[config.mk]
export PLATFORM = sky130hd
export DESIGN_NAME = max_pool_ctrl
export DESIGN_NICKNAME = d
export VERILOG_FILES = /design/src/rtl/max_pool_ctrl.sv
export SDC_FILE = /design/constraint.sdc
export NUM_CORES = 1
export LEC_CHECK = 0
export BUFFER_PORTS_ARGS = -buffer_cell sky130_fd_sc_hd__buf_2
export CORE_MARGIN = 2
export CORE_UTILIZATION = 45
export DETAILED_ROUTE_END_ITERATION = 16
export GPL_TIMING_DRIVEN = 0
export PLACE_DENSITY = 0.69
export SLEW_MARGIN = 40
export SYNTH_ARGS = -nofsm -noshare
export SYNTH_HDL_FRONTEND = slang
export SYNTH_SLANG_ARGS = --single-unit
[constraint.sdc]
create_clock -name clk -period 4.3 [get_ports clk]
set_clock_uncertainty 0.15 [all_clocks]
set_input_delay 0.43 -clock clk [delete_from_list [all_inputs] [get_ports clk]]
set_output_delay 0.43 -clock clk [all_outputs]
set_load 0.005 [all_outputs]
[src/rtl/max_pool_ctrl.sv]
// Strided max-pooling controller: walks every KHEIGHTxKWIDTH window of a CHW feature map,
// reads it element by element, keeps the signed maximum and writes one result per window.
module max_pool_ctrl #(
  parameter int BITWIDTH    = 8,
  parameter int DATAWIDTH   = 28,
  parameter int DATAHEIGHT  = 28,
  parameter int DATACHANNEL = 3,
  parameter int KWIDTH      = 2,
  parameter int KHEIGHT     = 2
) (
  input  logic                                                clk,
  input  logic                                                rst,
  input  logic                                                start,
  output logic                                                busy,
  output logic                                                done,
  output logic                                                rd_en,
  output logic [$clog2(DATAWIDTH*DATAHEIGHT*DATACHANNEL)-1:0] rd_addr,
  input  logic [BITWIDTH-1:0]                                 rd_data,
  output logic                                                wr_en,
  output logic [$clog2((DATAWIDTH/KWIDTH)*(DATAHEIGHT/KHEIGHT)*DATACHANNEL)-1:0] wr_addr,
  output logic [BITWIDTH-1:0]                                 wr_data
);

  localparam int OW  = DATAWIDTH / KWIDTH;
  localparam int OH  = DATAHEIGHT / KHEIGHT;
  localparam int RAW = $clog2(DATAWIDTH*DATAHEIGHT*DATACHANNEL);
  localparam int WAW = $clog2(OW*OH*DATACHANNEL);
  localparam int CW  = (DATACHANNEL > 1) ? $clog2(DATACHANNEL) : 1;
  localparam int YW  = (OH > 1) ? $clog2(OH) : 1;
  localparam int XW  = (OW > 1) ? $clog2(OW) : 1;
  localparam int KYW = (KHEIGHT > 1) ? $clog2(KHEIGHT) : 1;
  localparam int KXW = (KWIDTH > 1) ? $clog2(KWIDTH) : 1;

  localparam logic [CW-1:0]  C_MAX  = CW'(DATACHANNEL - 1);
  localparam logic [YW-1:0]  OY_MAX = YW'(OH - 1);
  localparam logic [XW-1:0]  OX_MAX = XW'(OW - 1);
  localparam logic [KYW-1:0] KY_MAX = KYW'(KHEIGHT - 1);
  localparam logic [KXW-1:0] KX_MAX = KXW'(KWIDTH - 1);

  typedef enum logic [2:0] {IDLE, READ, CAPTURE, WRITE, DONE} state_t;

  state_t state, state_nx;

  logic [CW-1:0]       c;
  logic [YW-1:0]       oy;
  logic [XW-1:0]       ox;
  logic [KYW-1:0]      ky;
  logic [KXW-1:0]      kx;
  logic [BITWIDTH-1:0] acc;
  logic [BITWIDTH-1:0] wr_hold;
  logic                sample_vld;
  logic                sample_first;

  logic kx_last, ky_last, win_last;

  assign kx_last  = (kx == KX_MAX);
  assign ky_last  = (ky == KY_MAX);
  assign win_last = (c == C_MAX) && (oy == OY_MAX) && (ox == OX_MAX);

  assign rd_addr = RAW'(((32'(c) * 32'(DATAHEIGHT) + 32'(oy) * 32'(KHEIGHT) + 32'(ky))
                         * 32'(DATAWIDTH)) + 32'(ox) * 32'(KWIDTH) + 32'(kx));
  assign wr_addr = WAW'((32'(c) * 32'(OH) + 32'(oy)) * 32'(OW) + 32'(ox));

  always_ff @(posedge clk or posedge rst) begin
    if (rst) state <= IDLE;
    else     state <= state_nx;
  end

  always_comb begin
    state_nx = state;
    busy     = (state != IDLE);
    rd_en    = 1'b0;
    wr_en    = 1'b0;
    done     = 1'b0;
    wr_data  = wr_hold;
    unique case (state)
      IDLE:    if (start) state_nx = READ;
      READ: begin
        rd_en = 1'b1;
        if (kx_last && ky_last) state_nx = CAPTURE;
      end
      CAPTURE: state_nx = WRITE;
      WRITE: begin
        wr_en    = 1'b1;
        wr_data  = acc;
        state_nx = win_last ? DONE : READ;
      end
      DONE: begin
        done     = 1'b1;
        state_nx = IDLE;
      end
      default: state_nx = IDLE;
    endcase
  end

  // rd_data lags rd_en by one cycle, so the compare runs on delayed read flags;
  // the last sample of a window lands during CAPTURE.
  always_ff @(posedge clk or posedge rst) begin
    if (rst) begin
      c            <= '0;
      oy           <= '0;
      ox           <= '0;
      ky           <= '0;
      kx           <= '0;
      acc          <= '0;
      wr_hold      <= '0;
      sample_vld   <= 1'b0;
      sample_first <= 1'b0;
    end else begin
      sample_vld   <= (state == READ);
      sample_first <= (state == READ) && (kx == '0) && (ky == '0);
      if (sample_vld && (sample_first || ($signed(rd_data) > $signed(acc))))
        acc <= rd_data;
      if (state == READ) begin
        if (kx_last) begin
          kx <= '0;
          ky <= ky_last ? '0 : ky + 1'b1;
        end else begin
          kx <= kx + 1'b1;
        end
      end
      if (state == WRITE) begin
        wr_hold <= acc;
        if (ox == OX_MAX) begin
          ox <= '0;
          if (oy == OY_MAX) begin
            oy <= '0;
            c  <= (c == C_MAX) ? '0 : c + 1'b1;
          end else begin
            oy <= oy + 1'b1;
          end
        end else begin
          ox <= ox + 1'b1;
        end
      end
    end
  end

endmodule

==> results of run 1 <==
==> cell families after synthesis <==
family | count (synthesis) | synth area share
flip-flops | 33 | 0.304
AND/OR/NAND/NOR | 68 | 0.126
adder cells (fa/ha/maj) | 43 | 0.220
AO/OA/AOI/OAI | 60 | 0.141
buffers and inverters | 30 | 0.0506
multiplexers | 11 | 0.0465
XOR/XNOR | 35 | 0.113
==> sequential cells by signal, indices dropped and copies added, names as in the netlist <==
signal and flops:
kx 1, c 2, ox 4, state 3, oy 4, sample_vld 1, wr_hold 8, ky 1
sample_first 1, acc 8
==> repair_timing <==
action | in CTS | in global routing
pin swaps | 19 | 18
gates cloned | 0 | 1
gates resized for setup | 31 | 32
setup buffers | 16 | 6
endpoints found under the setup margin | 11 | 6
==> metal layers <==
layer / vias up / GRT usage
met5: - / 0
met4: 0 / 0.0650
met3: 12 / 0.0429
met2: 44 / 0.311
met1: 1083 / 0.231
li1: 1105 / -
==> critical path, delay by kind of cell, from the launching register on <==
family	cells	cell delay, ps
xor gates and xnor gates	2	300
AOI/OAI and AO/OA	2	380
and+or+nand+nor	2	390
adders and majority gates	4	1710
buffers and inverters	2	300
DFF	1	400
==> cell type report <==
cell class              count  area (um2)
inverters                  20        75.1
clock inverters             1        30.0
well taps                  75        93.8
repair buffers             67         397
multi-input cells         217        2070
clock buffers               7        86.3
fillers                   465        2240
flip-flops and latches     33         826
plain buffers               8        65.1
==> placed cells by master, fill, tap and decap left out, types with 4 or more instances in the layout <==
master / count
a31oi_1: 4
nor2_1: 6
mux2_2: 9
dfrtp_1: 33
inv_1: 16
nand4_1: 5
a21o_1: 15
xor2_1: 11
buf_4: 25
xnor2_1: 15
ha_4: 7
nand2_1: 26
xnor2_2: 4
buf_6: 4
o21ai_0: 14
inv_2: 4
fa_2: 4
fa_1: 4
clkbuf_8: 6
buf_2: 45
a21oi_1: 10
a21oi_2: 6
ha_1: 27
==> through the flow <==
stage / setup slack [ps] / util / instances / instance area (um2)
floorplan: 130 / - / 280 / 2720
global placement: -247 / 0.516 / 399 / 3030
detailed placement: -315 / 0.516 / 399 / 3030
CTS: 6.75 / 0.579 / 421 / 3410
global route: -201 / 0.619 / 428 / 3640
finish: -46.4 / 0.619 / 428 / 3640
==> worst max path at each step <==
stage          from     endpoint  slack (ps)  cells past startpoint
4_1_cts        c[0]  rd_addr[11]           7                     16
2_1_floorplan  c[0]  rd_addr[11]         130                     13
3_5_place_dp   c[0]  rd_addr[11]        -320                     14
3_3_place_gp   c[0]  rd_addr[11]        -250                     14
6_report       c[0]  rd_addr[11]         -50                     12
5_1_grt        c[0]  rd_addr[11]        -200                     17
==> power by group through the flow <==
| stage | Clock [uW] | Combinational [uW] | Sequential (uW) |
|---|---|---|---|
| CTS | 309 | 894 | 547 |
| finish | 304 | 882 | 548 |
| global placement | 0 | 855 | 547 |
| global route | 326 | 1010 | 569 |
| floorplan | 0 | 614 | 522 |
| detailed placement | 0 | 886 | 552 |
==> metrics, run 1 <==
Worst Max-Slew Pin Slew 694 ps; via/cell ratio 5.24; R2R Setup Slk 1970 ps; switching pwr 658 uW; wire length on met1 2.82 mm; hold_ws about 85 ps; Final period util 1.01; post-route setup slack -46.4 ps; total number of vias 2244; synthesis-stage register bit count 33; Post-Synthesis Cells 280; port bufs 44; DR pass1 iterations 4; status finished, violations left; sequential cell area fraction in the yosys report 0.304; Netlist Area Pre-Place ~2700 um2; most frequent cells after synthesis ha_1, dfrtp_1, nand2_1; met3 wire len 196 um; Core Rows 28; Min Clock Period, post-route 4350 ps; final setup fails 4; Post-Syn Nets 334; Clk Latency, worst-skew pair 290 ps; r2r worst-path depth 8; Final Hold Fails 0; crit end category primary output; warnings from Yosys 0; initial core utilization 0.462; CP max stage cell fa_2; number of library cell types mapped by synthesis 40; Final Routed Wirelength 6.37 mm; cell-internal power 1080 uW; Critical Path Most Common Cell fa_2; kind of critical path reg2out; most numerous cell in the Yosys netlist ha_1; Synth Area per Inst 9.71 um2; share of post-route cells with drive strength above 1 0.402; metal2 WL 3.22 mm; DP Wirelength 4.05 mm; CP max FO 3; clk buf depth 2; reg-to-reg endpoint acc[4]; worst-path cell chain buf_4 > ha_4 > fa_2 > fa_2 > fa_2 > a21o_1 > a21oi_2 > xnor2_1 > nand3_2 > nor3b_4 > xnor2_1 > buf_2; CTS root buffer clkbuf_8; total negative slack -118 ps; Startpoint Class flip-flop; DRT iter0 DRCs 44; origin of the critical flop-to-flop path acc[1]; Hold WC Path Type in2async; TritonCTS clock tree done; Worst Path Arrival 3770 ps; Antenna Cells 0; H-tree levels 2; CP max stage delay 580 ps; GP Congestion roughly 0.80; fmax around 0.23 GHz; leading area contributor after synthesis dfrtp_1; Tot GR Track Use 0.185; uppermost layer routed met4; antenna-violating nets left 0; largest net degree at the start of global routing 34; Post-CTS Hold Buffers 0; total power draw 1730 uW; Data required, critical path 3720 ps; Post-synth ARST share 1.00; switching share of total power 0.379; RSZ-0062 raised after global routing yes; vias in the first global route approximately 2.1k; CTS buffer count 5; Remaining Overflow, GRT 0; initial antenna violation count 0; WL per Instance around 15 um; Die Y-Extent about 80 um; Yosys top cell area share 0.304; Final nets 406; pins over their slew limit 0; die area about 6700 um2; worst vdd rail ir drop 0.000293 V; core box area 5890 um2; Slew HR 0.536; Clk pwr share 0.175; maxcap violations 0; failing checks setup timing; synth-to-layout area growth 34.0%; clock slew seen by the registers of the worst setup and hold paths 70 ps; Sink Count 33; top_reg_cell synth dfrtp_1; top cells by area, synth dfrtp_1, ha_1, xnor2_1, fa_1, xor2_1; first-pass GRT wire length approximately 9.5 mm; fraction of power consumed by sequential logic 0.316; Leak 0.00195 uW; EDFF count, synth 0; drc violations 0; Die X-Extent 81.7 um; power share of the combinational group 0.509; IO Pins 45; cell area power density 476 nW/um2
(Power assumes the default switching activity.)
==> run 2: changes to the inputs <==
- GPL_TIMING_DRIVEN: 0 -> 1
==> metrics, run 2 (synthesis gave the netlist of run 1 again) <==
Worst Max-Slew Pin Slew 648 ps (was 694 ps); Leak 0.00185 uW (was 0.00195 uW); Sink Count 33 (unchanged); Final Hold Fails 0 (unchanged); total number of vias 2207 (was 2244); worst vdd rail ir drop 0.000330 V (was 0.000293 V); met1 Use GR 0.223 (was 0.231); reg-to-reg endpoint acc[6] (was acc[4]); share of post-route cells with drive strength above 1 0.367 (was 0.402); CTS root buffer clkbuf_8 (unchanged); clk buf depth 2 (unchanged); pins over their slew limit 0 (unchanged); synth-to-layout area growth 28.6% (was 34.0%); Post-CTS Hold Buffers 0 (unchanged); H-tree levels 2 (unchanged); Filler Cell Count 505 (was 465); Final nets 396 (was 406); Setup crit end rd_addr[10] (was rd_addr[11]); crit path launch c[0] (unchanged); status finished clean (was finished, violations left); WL per Instance 13.8 um (was 14.9 um); TritonCTS clock tree done (unchanged); DP Wirelength 4.17 mm (was 4.05 mm); Clk Latency, worst-skew pair 290 ps (about the same); met2 usage 0.296 (was 0.311); Worst Path Arrival 3710 ps (was 3770 ps); Data required, critical path 3720 ps (about the same); drc violations 0 (unchanged); total negative slack 0 ps (was -118 ps); initial core utilization 0.462 (unchanged); cell area power density 486 nW/um2 (was 476 nW/um2); hold_ws 69.0 ps (was 85.0 ps); Die X-Extent 81.7 um (unchanged); Hold WC Path Type in2async (unchanged); crit end category primary output (unchanged); critical path depth 16 (was 12); clock slew seen by the registers of the worst setup and hold paths 70 ps (about the same); die area 6680 um2 (unchanged); CP max FO 10 (was 3); most frequent cells in the layout buf_2, dfrtp_1, ha_1, nand2_1, buf_4 (unchanged); maxcap violations 0 (unchanged); origin of the critical flop-to-flop path acc[5] (was acc[1]); GRT busiest layer met2 (unchanged); CTS buffer count 5 (unchanged); non-filler cells, final 418 (was 428); placed cells 398 (was 399); Final Routed Wirelength 5.76 mm (was 6.37 mm); Min Clock Period, post-route 4290 ps (was 4350 ps); r2r worst-path depth 7 (was 8); Remaining Overflow, GRT 0 (unchanged); commonest non-fill, non-tap cell in the layout buf_2 (unchanged); kind of cell adding the most delay to the critical path adder cells (unchanged); Die Y-Extent 81.7 um (unchanged); via/cell ratio 5.28 (was 5.24); kind of critical path reg2out (unchanged); Antenna Cells 0 (unchanged); biggest regs acc (8), wr_hold (8) (unchanged); initial antenna violation count 0 (unchanged); CP bufs+invs 4 (was 2); M3 GR Usage 0.0275 (was 0.0429); CP max stage delay 400 ps (was 580 ps); worst-path cell chain inv_2 > ha_4 > ha_1 > a21o_1 > a21oi_4 > xnor2_4 > buf_4 > ha_1 > ha_4 > a21oi_1 > o21ai_2 > a31oi_1 > xor2_1 > buf_4 > xor2_1 > buf_2 (was buf_4 > ha_4 > fa_2 > fa_2 > fa_2 > a21o_1 > a21oi_2 > xnor2_1 > nand3_2 > nor3b_4 > xnor2_1 > buf_2); vias in the first global route 2029 (was 2114); IO Pins 45 (unchanged); Core Rows 28 (unchanged); port bufs 44 (unchanged); largest net degree at the start of global routing 34 (unchanged); final setup fails 0 (was 4); GP Congestion 0.948 (was 0.796); Final Core Density 0.594 (was 0.619); first-pass GRT wire length 9.06 mm (was 9.53 mm); Final period util 0.998 (was 1.01); Startpoint Class flip-flop (unchanged); core box area 5890 um2 (unchanged); CP max stage cell dfrtp_1 (was fa_2); DR pass1 iterations 4 (unchanged); Slew HR 0.567 (was 0.536); antenna-violating nets left 0 (unchanged); RSZ-0062 raised after global routing yes (unchanged); fmax 0.233 GHz (was 0.230 GHz); DRT iter0 DRCs 85 (was 44); R2R Setup Slk 1980 ps (was 1970 ps); Tot GR Track Use 0.173 (was 0.185)
==> run 2: repair_timing <==
item	in CTS	in global routing
setup endpoints to repair	7	7
gates resized for setup	27	21
buffers inserted	6	6
pin swaps	9	22
endpoints found under the hold margin	0	0
==> run 2: final cells by class <==
cell class | instances | area, um2 | share of cell area
Clock inverter | 2 | 37.5 | 0.0107
Multi-Input combinational cell | 217 | 2000 | 0.573
Timing Repair Buffer | 65 | 378 | 0.108
Tap cell | 75 | 93.8 | 0.0268
Clock buffer | 6 | 82.6 | 0.0236
Sequential cell | 33 | 826 | 0.236
Inverter | 20 | 75.1 | 0.0215
==> run 2: power breakdown <==
group,internal (uW),switching [uW],total (uW)
sequential,435,117,552
combinational,427,416,844
clock,188,116,305
==> run 2: worst min path at each step <==
stage,from,to,slack [ps],depth (start not counted)
3_5_place_dp,wr_hold[4],wr_hold[4],320,2
3_3_place_gp,wr_hold[0],wr_hold[0],310,2
6_report,rst,c[0],70,3
5_1_grt,rst,state[1],110,3
4_1_cts,rst,c[0],70,3
2_1_floorplan,state[2],state[1],310,1
==> run 2: metal layers <==
layer  up-vias  wire [um]  share of wire
met1      1066       2570           0.45
li1       1087          -              -
met2        45       2900           0.50
met5         -          0              0
met3         9        199          0.035
met4         0         89          0.015
==> run 2: stage by stage <==
step | cell area (um2) | setup WS [ps] | power [uW]
after floorplan | 2720 | 130 | 1140
after global placement | 3040 | 37.0 | 1370
after detailed placement | 3040 | -47.5 | 1400
after CTS | 3340 | 2.33 | 1720
after global routing | 3500 | -151 | 1860
final | 3500 | 6.89 | 1700
==> run 2: worst min-delay path, stage by stage <==
cell   delay [ps]
buf_2          90
inv_1          40
buf_4         360
